--- src/rtl/pd_tx_serializer.sv ---
//=============================================================================
// Module : pd_tx_serializer
// Brief  : Pulls 16-bit words and sends them as one NRZI, bit-stuffed packet
//          on dplus/dminus, closed by an SE0-SE0-J end-of-packet.
// Rev    : 1.0  initial release
//=============================================================================
`default_nettype none

module pd_tx_serializer #(
  parameter int WORD_W     = 16,
  parameter int NUM_WORDS  = 20,
  parameter int BIT_PERIOD = 8
) (
  input  logic              clk,
  input  logic              rst,
  input  logic              start,
  input  logic [WORD_W-1:0] tx_data,
  output logic              read_enable,
  output logic              dplus,
  output logic              dminus,
  output logic              transmit_empty,
  output logic              tx_busy,
  output logic              tx_done
);

  localparam int c_BIT_W = $clog2(WORD_W);
  localparam int c_WC_W  = $clog2(NUM_WORDS + 1);
  localparam int c_PER_W = $clog2(BIT_PERIOD);
  localparam int c_HALF  = WORD_W / 2;
  localparam logic [c_BIT_W-1:0] c_LAST_BIT  = c_BIT_W'(WORD_W - 1);
  localparam logic [c_WC_W-1:0]  c_NUM_WORDS = c_WC_W'(NUM_WORDS);
  localparam logic [c_PER_W-1:0] c_PER_MAX   = c_PER_W'(BIT_PERIOD - 1);
  localparam logic [2:0]         c_STUFF_RUN = 3'd6;

  typedef enum logic [2:0] {
    S_IDLE    = 3'd0,
    S_LOAD    = 3'd1,
    S_SHIFT   = 3'd2,
    S_STUFF   = 3'd3,
    S_EOP_SE0 = 3'd4,
    S_EOP_J   = 3'd5
  } state_t;

  state_t              r_state, w_state_nxt;
  logic [WORD_W-1:0]   r_sreg, w_sreg_nxt;
  logic [c_BIT_W-1:0]  r_bit_cnt, w_bit_nxt;
  logic [c_WC_W-1:0]   r_word_cnt, w_word_nxt;
  logic [2:0]          r_ones, w_ones_nxt;
  logic [c_PER_W-1:0]  r_per, w_per_nxt;
  logic                r_dp, w_dp_nxt;
  logic                r_dm, w_dm_nxt;
  logic                r_tail, w_tail_nxt;
  logic                r_done, w_done_nxt;
  logic                w_rd;
  logic [WORD_W-1:0]   w_ord;
  logic [WORD_W-1:0]   w_src;
  logic                w_bnd;
  logic                w_word_end;
  logic                w_more;

  // Reorder so that sending LSB-first yields upper byte first, each byte LSB first
  assign w_ord      = {tx_data[c_HALF-1:0], tx_data[WORD_W-1:c_HALF]};
  assign w_bnd      = (r_per == c_PER_MAX);
  assign w_word_end = (r_bit_cnt == c_LAST_BIT);
  assign w_more     = (r_word_cnt < c_NUM_WORDS);

  always_comb begin
    w_state_nxt = r_state;
    w_sreg_nxt  = r_sreg;
    w_bit_nxt   = r_bit_cnt;
    w_word_nxt  = r_word_cnt;
    w_ones_nxt  = r_ones;
    w_dp_nxt    = r_dp;
    w_dm_nxt    = r_dm;
    w_tail_nxt  = r_tail;
    w_done_nxt  = 1'b0;
    w_rd        = 1'b0;
    w_src       = r_sreg;
    w_per_nxt   = w_bnd ? '0 : r_per + c_PER_W'(1);
    case (r_state)
      S_IDLE: begin
        w_per_nxt = '0;
        w_dp_nxt  = 1'b1;
        w_dm_nxt  = 1'b0;
        if (start) w_state_nxt = S_LOAD;
      end
      S_LOAD: begin
        w_rd        = 1'b1;
        w_word_nxt  = c_WC_W'(1);
        w_bit_nxt   = '0;
        w_tail_nxt  = 1'b0;
        w_per_nxt   = '0;
        w_sreg_nxt  = w_ord >> 1;
        w_ones_nxt  = w_ord[0] ? 3'd1 : 3'd0;
        w_dp_nxt    = w_ord[0] ? r_dp : ~r_dp;
        w_dm_nxt    = ~w_dp_nxt;
        w_state_nxt = S_SHIFT;
      end
      S_SHIFT: if (w_bnd) begin
        // Next word is fetched on the last data bit even if a stuff bit comes first
        if (w_word_end && w_more) begin
          w_rd       = 1'b1;
          w_word_nxt = r_word_cnt + c_WC_W'(1);
          w_src      = w_ord;
        end
        if (r_ones == c_STUFF_RUN) begin
          w_state_nxt = S_STUFF;
          w_sreg_nxt  = w_src;
          w_ones_nxt  = 3'd0;
          w_dp_nxt    = ~r_dp;
          w_dm_nxt    = r_dp;
          w_tail_nxt  = w_word_end && !w_more;
        end else if (w_word_end && !w_more) begin
          w_state_nxt = S_EOP_SE0;
          w_dp_nxt    = 1'b0;
          w_dm_nxt    = 1'b0;
          w_bit_nxt   = '0;
        end else begin
          w_sreg_nxt = w_src >> 1;
          w_bit_nxt  = r_bit_cnt + c_BIT_W'(1);
          w_ones_nxt = w_src[0] ? r_ones + 3'd1 : 3'd0;
          w_dp_nxt   = w_src[0] ? r_dp : ~r_dp;
          w_dm_nxt   = ~w_dp_nxt;
        end
      end
      S_STUFF: if (w_bnd) begin
        if (r_tail) begin
          w_state_nxt = S_EOP_SE0;
          w_dp_nxt    = 1'b0;
          w_dm_nxt    = 1'b0;
          w_bit_nxt   = '0;
        end else begin
          // bit_cnt wraps to 0 here when the stuff bit sat on a word boundary
          w_state_nxt = S_SHIFT;
          w_sreg_nxt  = r_sreg >> 1;
          w_bit_nxt   = r_bit_cnt + c_BIT_W'(1);
          w_ones_nxt  = r_sreg[0] ? 3'd1 : 3'd0;
          w_dp_nxt    = r_sreg[0] ? r_dp : ~r_dp;
          w_dm_nxt    = ~w_dp_nxt;
        end
      end
      S_EOP_SE0: if (w_bnd) begin
        // bit_cnt counts the two SE0 bit periods
        if (r_bit_cnt == '0) begin
          w_bit_nxt = c_BIT_W'(1);
        end else begin
          w_state_nxt = S_EOP_J;
          w_dp_nxt    = 1'b1;
          w_dm_nxt    = 1'b0;
        end
      end
      S_EOP_J: if (w_bnd) begin
        w_state_nxt = S_IDLE;
        w_done_nxt  = 1'b1;
      end
      default: w_state_nxt = S_IDLE;
    endcase
  end

  always_ff @(posedge clk) begin
    if (rst) r_state <= S_IDLE;
    else     r_state <= w_state_nxt;
  end

  always_ff @(posedge clk) begin
    if (rst) begin
      r_sreg     <= '0;
      r_bit_cnt  <= '0;
      r_word_cnt <= '0;
      r_ones     <= 3'd0;
      r_per      <= '0;
      r_dp       <= 1'b1;
      r_dm       <= 1'b0;
      r_tail     <= 1'b0;
      r_done     <= 1'b0;
    end else begin
      r_sreg     <= w_sreg_nxt;
      r_bit_cnt  <= w_bit_nxt;
      r_word_cnt <= w_word_nxt;
      r_ones     <= w_ones_nxt;
      r_per      <= w_per_nxt;
      r_dp       <= w_dp_nxt;
      r_dm       <= w_dm_nxt;
      r_tail     <= w_tail_nxt;
      r_done     <= w_done_nxt;
    end
  end

  assign read_enable    = w_rd & ~rst;
  assign dplus          = r_dp;
  assign dminus         = r_dm;
  assign transmit_empty = (r_state == S_IDLE);
  assign tx_busy        = (r_state != S_IDLE);
  assign tx_done        = r_done;

endmodule

`default_nettype wire
--- config.mk ---
export PLATFORM = sky130hd
export DESIGN_NAME = pd_tx_serializer
export DESIGN_NICKNAME = d
export VERILOG_FILES = /design/src/rtl/pd_tx_serializer.sv
export SDC_FILE = /design/constraint.sdc
export NUM_CORES = 1
export LEC_CHECK = 0
export BUFFER_PORTS_ARGS = -buffer_cell sky130_fd_sc_hd__buf_2
export CAP_MARGIN = 10
export CORE_ASPECT_RATIO = 0.75
export CORE_MARGIN = 4
export CORE_UTILIZATION = 59
export CTS_CLUSTER_SIZE = 8
export DETAILED_ROUTE_END_ITERATION = 8
export PLACE_DENSITY = 0.77
export SYNTH_ARGS = -nofsm -noshare
export SYNTH_HDL_FRONTEND = slang
export SYNTH_SLANG_ARGS = --single-unit
--- constraint.sdc ---
create_clock -name clk -period 2.5 [get_ports clk]
set_clock_uncertainty 0.05 [all_clocks]
set_input_delay 0.5 -clock clk [delete_from_list [all_inputs] [get_ports clk]]
set_output_delay 0.5 -clock clk [all_outputs]
set_load 0.01 [all_outputs]
==> results of run 1 <==
[path summary, 6_finish.rpt]
check                          from                     end  slack, ns
max          r_ones[0]$_SDFFE_PP0P_  r_sreg[3]$_SDFFE_PP0P_       0.12
min                      tx_data[2]  r_sreg[9]$_SDFFE_PP0P_       0.36
max reg2reg  r_ones[0]$_SDFFE_PP0P_  r_sreg[3]$_SDFFE_PP0P_       0.12
min reg2reg     r_per[0]$_SDFF_PP0_     r_per[0]$_SDFF_PP0_       0.38
[where the power goes]
group / internal [mW] / total [mW] / switching [mW]
registers: 0.709 / 0.800 / 0.0912
logic: 0.399 / 0.962 / 0.563
clock network: 0.223 / 0.458 / 0.235
total: 1.33 / 2.22 / 0.889
[per-layer routing]
| metal | global-route usage [%] | share of wire [%] | wire (µm) |
|---|---|---|---|
| met2 | 38.0 | 40 | 2860 |
| met1 | 40.3 | 46 | 3350 |
| met5 | 0 | 0 | 0 |
| met3 | 7.89 | 12 | 875 |
| met4 | 8.70 | 2.2 | 156 |
[worst register-to-register path, stage by stage (launching register included)]
cell and delay, ns:
dfxtp_1 0.34, inv_1 0.07, ha_1 0.22, and2_1 0.20, buf_4 0.17, or4_4 0.43
a2111oi_4 0.35, buf_4 0.29, nand2_1 0.09, o211ai_1 0.09
[cell families after synthesis]
logic type      count (synthesis)  synth area share, %
xor+xnor                        4                 1.34
simple gates                  129                 27.2
buf+inv                        44                 6.91
fa+ha+maj                       7                 3.36
compound gates                116                 30.4
flops                          38                 29.2
mux                             4                 1.63
[registers in the layout, summed over array words and instances (netlist names)]
register / flops
r_sreg: 16
r_word_cnt: 5
r_bit_cnt: 4
r_ones: 3
r_per: 3
r_state: 3
dminus: 1
dplus: 1
r_tail: 1
tx_done: 1
[cell usage after synthesis (all sizes together) (2+ instances only)]
cell type and number:
a2111oi 3, a211oi 7, a21boi 2, a21oi 28, a221oi 2, a31oi 4, and2 4, and3 2
buf 7, clkbuf 17, dfxtp 38, ha 7, inv 19, mux2 2, mux2i 2, nand2 27
nand2b 5, nand3 20, nand3b 4, nand4b 3, nor2 30, nor2b 7, nor3 11, nor3b 3
nor4 4, o211ai 15, o21a 2, o21ai 38, o21bai 2, o22ai 2, o2bb2ai 2, or3 3
or4 2, xnor2 2, xor2 2
[cell type report]
type                            instances  area share [%]
Clock buffer                            7            2.90
Clock inverter                          1           0.168
Multi-Input combinational cell        260            56.4
Sequential cell                        38            25.6
Inverter                               20            2.52
Tap cell                               55            2.31
Timing Repair Buffer                   48            10.1
[layout by cell type (no fill, tap or decap), types with 10 or more instances in the layout]
cell type / netlist / routed
buf_4: 1 / 24
nand3_1: 19 / 19
nor2_1: 30 / 29
buf_2: 3 / 24
o21ai_0: 26 / 26
nor3_1: 11 / 11
a21oi_1: 28 / 28
nand2_1: 16 / 16
o21ai_1: 11 / 11
dfxtp_1: 38 / 38
o211ai_2: 10 / 10
inv_1: 19 / 19
nand2_2: 11 / 11
[per-stage QoR]
stage / hold WS, ns / cell area [µm²] / std cells / util (%) / power (mW)
after floorplan: 0.358 / 2610 / 342 / - / 1.48
after global routing: 0.380 / 2980 / 429 / 71.6 / 2.36
final: 0.363 / 2980 / 429 / 71.6 / 2.22
after detailed placement: 0.377 / 2870 / 421 / 69.2 / 1.75
after CTS: 0.367 / 2960 / 429 / 71.4 / 2.19
after global placement: 0.370 / 2870 / 421 / 69.2 / 1.73
[timing repair]
item,in CTS,in global routing
resized for setup,0,3
hold endpoints to repair,0,0
endpoints found under the setup margin,0,10
==> qor.yml, run 1 <==
cp_num_buf_inv: 3
core-area_mm2: 0.00415
post-dp-hpwl_mm: 5.19
yosys.area.top_type: "dfxtp_1"
die_y_um: 65.6
cpMostUsedCell: "buf_4"
fmax_mhz: 420
area_delta_synth_final_pct: 14.1
slew-limit-headroom_pct: 55.5
htreeDepth: 2
worst-slew-pin-transition_ns: 0.659
clockRootBuffer: "clkbuf_8"
crit_path_start_kind: "flip-flop"
grt_max_degree: 21
power.leakage_nw: 1.10
pwr_density_cell_mw_per_mm2: 746
synth_top_area_share_pct: 29.2
place_ws_ns: 0.134
crit_cells: 9
synth_edf_count: 0
crit_fanout: 12
synthTopCellsByArea: "dfxtp_1 29%, a21oi_1 5.4%, o21ai_0 5.0%"
syn_nets: 368
regArea_um2: 761
dieArea_mm2: 0.00556
yosysSeqAreaShare_pct: 29.2
port_buffers: 24
ys_types: 62
required_ns: 2.67
num_rows: 20
crit_chain: "inv_1 > ha_1 > and2_1 > buf_4 > or4_4 > a2111oi_4 > buf_4 > nand2_1 > o211ai_1"
finalWeightedCongestion: 0.879
drt-total-wl_mm: 7.24
cts_buffers: 5
cts_tree: "yes"
grt_usage_pct: 27.4
diodes: 0
end_kind: "flip-flop"
die_w_um: 84.8
critical_path_arrival_ns: 2.56
cts_sinks: 38
routedWlPerCell_um: 16.9
drive_gt1_share_pct: 23.3
cts_setup_buffers: 0
ant_nets: 0
path_clk_slew_ns: 0.08
hold_violations: 0
drtIter0Drc: 460
hold_buffers: 0
num_io_pins: 25
ys_ff_latch: 38
num-fill-cells: 348
min_path_cells: 3
first_global_vias: 2405
start_util_pct: 62.8
worstSetupPathType: "reg -> reg"
cts.path.max_buffers: 2
setup_ws_ns: 0.117
max_stage_delay_ns: 0.43
vias_per_cell: 6.37
synthArstFlopShare_pct: 0
irDropWorstVdd_mv: 0.514
cp_slowest_cell: "or4_4"
fin_crit_sh_pct: 95.3
synth_area_per_cell_um2: 7.63
drc: 0
grt_pass1_wl_mm: 12.1
syn_inst: 342
critical_path.top_delay_family: "simple AND/OR/NAND/NOR gates"
antenna_found_initial: 0
rsz0062_at_grt: "false"
max-cap-violations: 0
num-nets-final: 399
setup_tns_ns: 0
synth-warning-count: 0
r2r_cells: 9
multi_input_area_mm2: 0.00168
insertion_delay_ns: 0.31
hp-class: "in -> reg"
drtPass1Iterations: 6
min_period_ns: 2.38
syn_area_mm2: 0.00261
vias: 2731
status: "finished, final reports clean"
grt.overflow.total: 0
maxSlewViolCount: 0
synth-main-ff-cell: "dfxtp_1"
finalSetupViolCount: 0
(Power assumes the default switching activity.)
==> run 2: changes to the inputs <==
Settings changed: CELL_PAD_IN_SITES_DETAIL_PLACEMENT set to 1, CELL_PAD_IN_SITES_GLOBAL_PLACEMENT set to 2, CORE_UTILIZATION 59 to 35, PLACE_DENSITY 0.77 to 0.78.
==> run 2 against run 1 <==
Cell count increased by 13%. Clock power decreased by 8.5%. Worst setup slack got worse by 0.016 ns. Die area increased by 60%. Critical path depth decreased by 2. Sequential cell count unchanged. Non-clock buffer count increased by 13. Routed wire length increased by 22%. Global-route usage decreased by 6.1 points. First-iteration DRC count decreased by 73%.
==> qor.yml, run 2 (synthesized netlist as in run 1, its figures left out) <==
holdWs_ns: 0.375  # +0.0117 ns
irDropWorstVdd_mv: 0.250  # -51%
finalSetupViolCount: 0  # unchanged
hold_violations: 0  # unchanged
num-nets-final: 412  # +3.3%
die_w_um: 108  # +27%
worst-slew-pin-transition_ns: 0.662  # +0.00316 ns
power.leakage_nw: 1.15  # +5.0%
status: "finished, final reports clean"
die_y_um: 82.8  # +26%
grt_pass1_wl_mm: 14.7  # +22%
worstSetupPathType: "reg -> out"
setup_tns_ns: 0  # unchanged
reg_top3: "r_sreg x16, r_word_cnt x5, r_bit_cnt x4"
num_io_pins: 25  # unchanged
ant_nets: 0  # unchanged
fmax_mhz: 417  # -0.67%
max-cap-violations: 0  # unchanged
maxSlewViolCount: 0  # unchanged
min_period_ns: 2.40  # +0.0161 ns
antenna_found_initial: 0  # unchanged
grt.overflow.total: 0  # unchanged
grt_max_degree: 21  # unchanged
post-dp-hpwl_mm: 6.60  # +27%
first_global_vias: 2719  # +13%
critical_path_arrival_ns: 1.85  # -0.71 ns
dieArea_mm2: 0.00891  # +60%
use_met2_pct: 31.1  # -6.8 points
cts_buffers: 5  # unchanged
area_delta_synth_final_pct: 19.3
met1_usage_pct: 33.0  # -7.3 points
cts_tree: "yes"
diodes: 0  # unchanged
fin_crit_sh_pct: 96.0  # +0.64 points
drtPass1Iterations: 4  # -2
core-area_mm2: 0.00703  # +69%
drc: 0  # unchanged
required_ns: 1.95  # -0.72 ns
largest_register_ffs: 16  # unchanged
slew-limit-headroom_pct: 55.7  # +0.18 points
drtIter0Drc: 122  # -73%
end_kind: "output port"
regMostFlops: "r_sreg"
clockRootBuffer: "clkbuf_8"
pwr_density_cell_mw_per_mm2: 731  # -2.1%
grt_usage_pct: 21.3  # -6.1 points
routedWlPerCell_um: 18.2  # +8.0%
cts_sinks: 38  # unchanged
vias: 2684  # -1.7%
drt-total-wl_mm: 8.82  # +22%
vias_per_cell: 5.55  # -13%
grt_use_met3_pct: 2.78  # -5.1 points
insertion_delay_ns: 0.29  # -0.02 ns
finalWeightedCongestion: 0.875  # -0.42%
crit_fanout: 19  # +7
layout_commonest_cell: "dfxtp_1"
cts_setup_buffers: 0  # unchanged
port_buffers: 24  # unchanged
start_util_pct: 37.1  # -26 points
grt-busiest-layer: "met1"
power_mw: 2.27  # +2.4%
crit_path_start_kind: "flip-flop"
path_clk_slew_ns: 0.08  # about the same
htreeDepth: 2  # unchanged
cts.path.max_buffers: 2  # unchanged
num_rows: 26  # +30%
final_cell_mix: "38 x dfxtp_1, 37 x buf_4, 29 x nor2_1"
drive_gt1_share_pct: 25.4  # +2.1 points
hp-class: "in -> reg"
-- run 2: what timing repair did --
item | CTS | global route
hold buffers | 0 | 0
resized for setup | 0 | 3
endpoints found under the setup margin | 0 | 13
-- run 2: power by group --
part           switching (mW)  internal (mW)  total [mW]
Clock                   0.227          0.193       0.419
Sequential             0.0925          0.709       0.801
Combinational           0.603          0.449        1.05
Total                   0.923           1.35        2.27
-- run 2: metrics by stage --
stage / std cells / setup slack (ns) / cell area, µm² / utilization, %
3_3_place_gp: 477 / 0.146 / 3020 / 43.0
6_report: 484 / 0.101 / 3110 / 44.3
4_1_cts: 484 / 0.0187 / 3100 / 44.1
3_5_place_dp: 477 / 0.112 / 3020 / 43.0
5_1_grt: 484 / -0.0179 / 3110 / 44.3
2_1_floorplan: 342 / 0.425 / 2610 / -
-- run 2: layout make-up --
type	count	area, µm²
clock buffers	7	76.3
well taps	98	123
multi-input cells	260	1680
fillers	889	3920
repair buffers	61	398
inverters	20	75.1
flip-flops and latches	38	761
-- run 2: path summary, 6_finish.rpt --
path | start | cells past startpoint | slack, ns | endpoint
min | tx_data[1] | 3 | 0.37 | r_sreg[8]$_SDFFE_PP0P_
max | r_bit_cnt[0]$_SDFFE_PP0P_ | 7 | 0.10 | read_enable
max reg2reg | r_ones[0]$_SDFFE_PP0P_ | 9 | 0.11 | r_sreg[3]$_SDFFE_PP0P_
min reg2reg | r_per[0]$_SDFF_PP0_ | 1 | 0.38 | r_per[0]$_SDFF_PP0_
-- run 2: worst max-delay path, stage by stage (launching register included) --
cell and delay (ns):
dfxtp_1 0.40, ha_2 0.25, nand3_2 0.13, buf_4 0.25
nor2_2 0.16, a31oi_1 0.10, nor2_1 0.13, buf_2 0.14
-- run 2: metal layers --
metal / share of wire, % / routed length (µm)
met1: 54 / 4800
met2: 40 / 3530
met3: 5.2 / 458
met4: 0.45 / 40
met5: 0 / 0
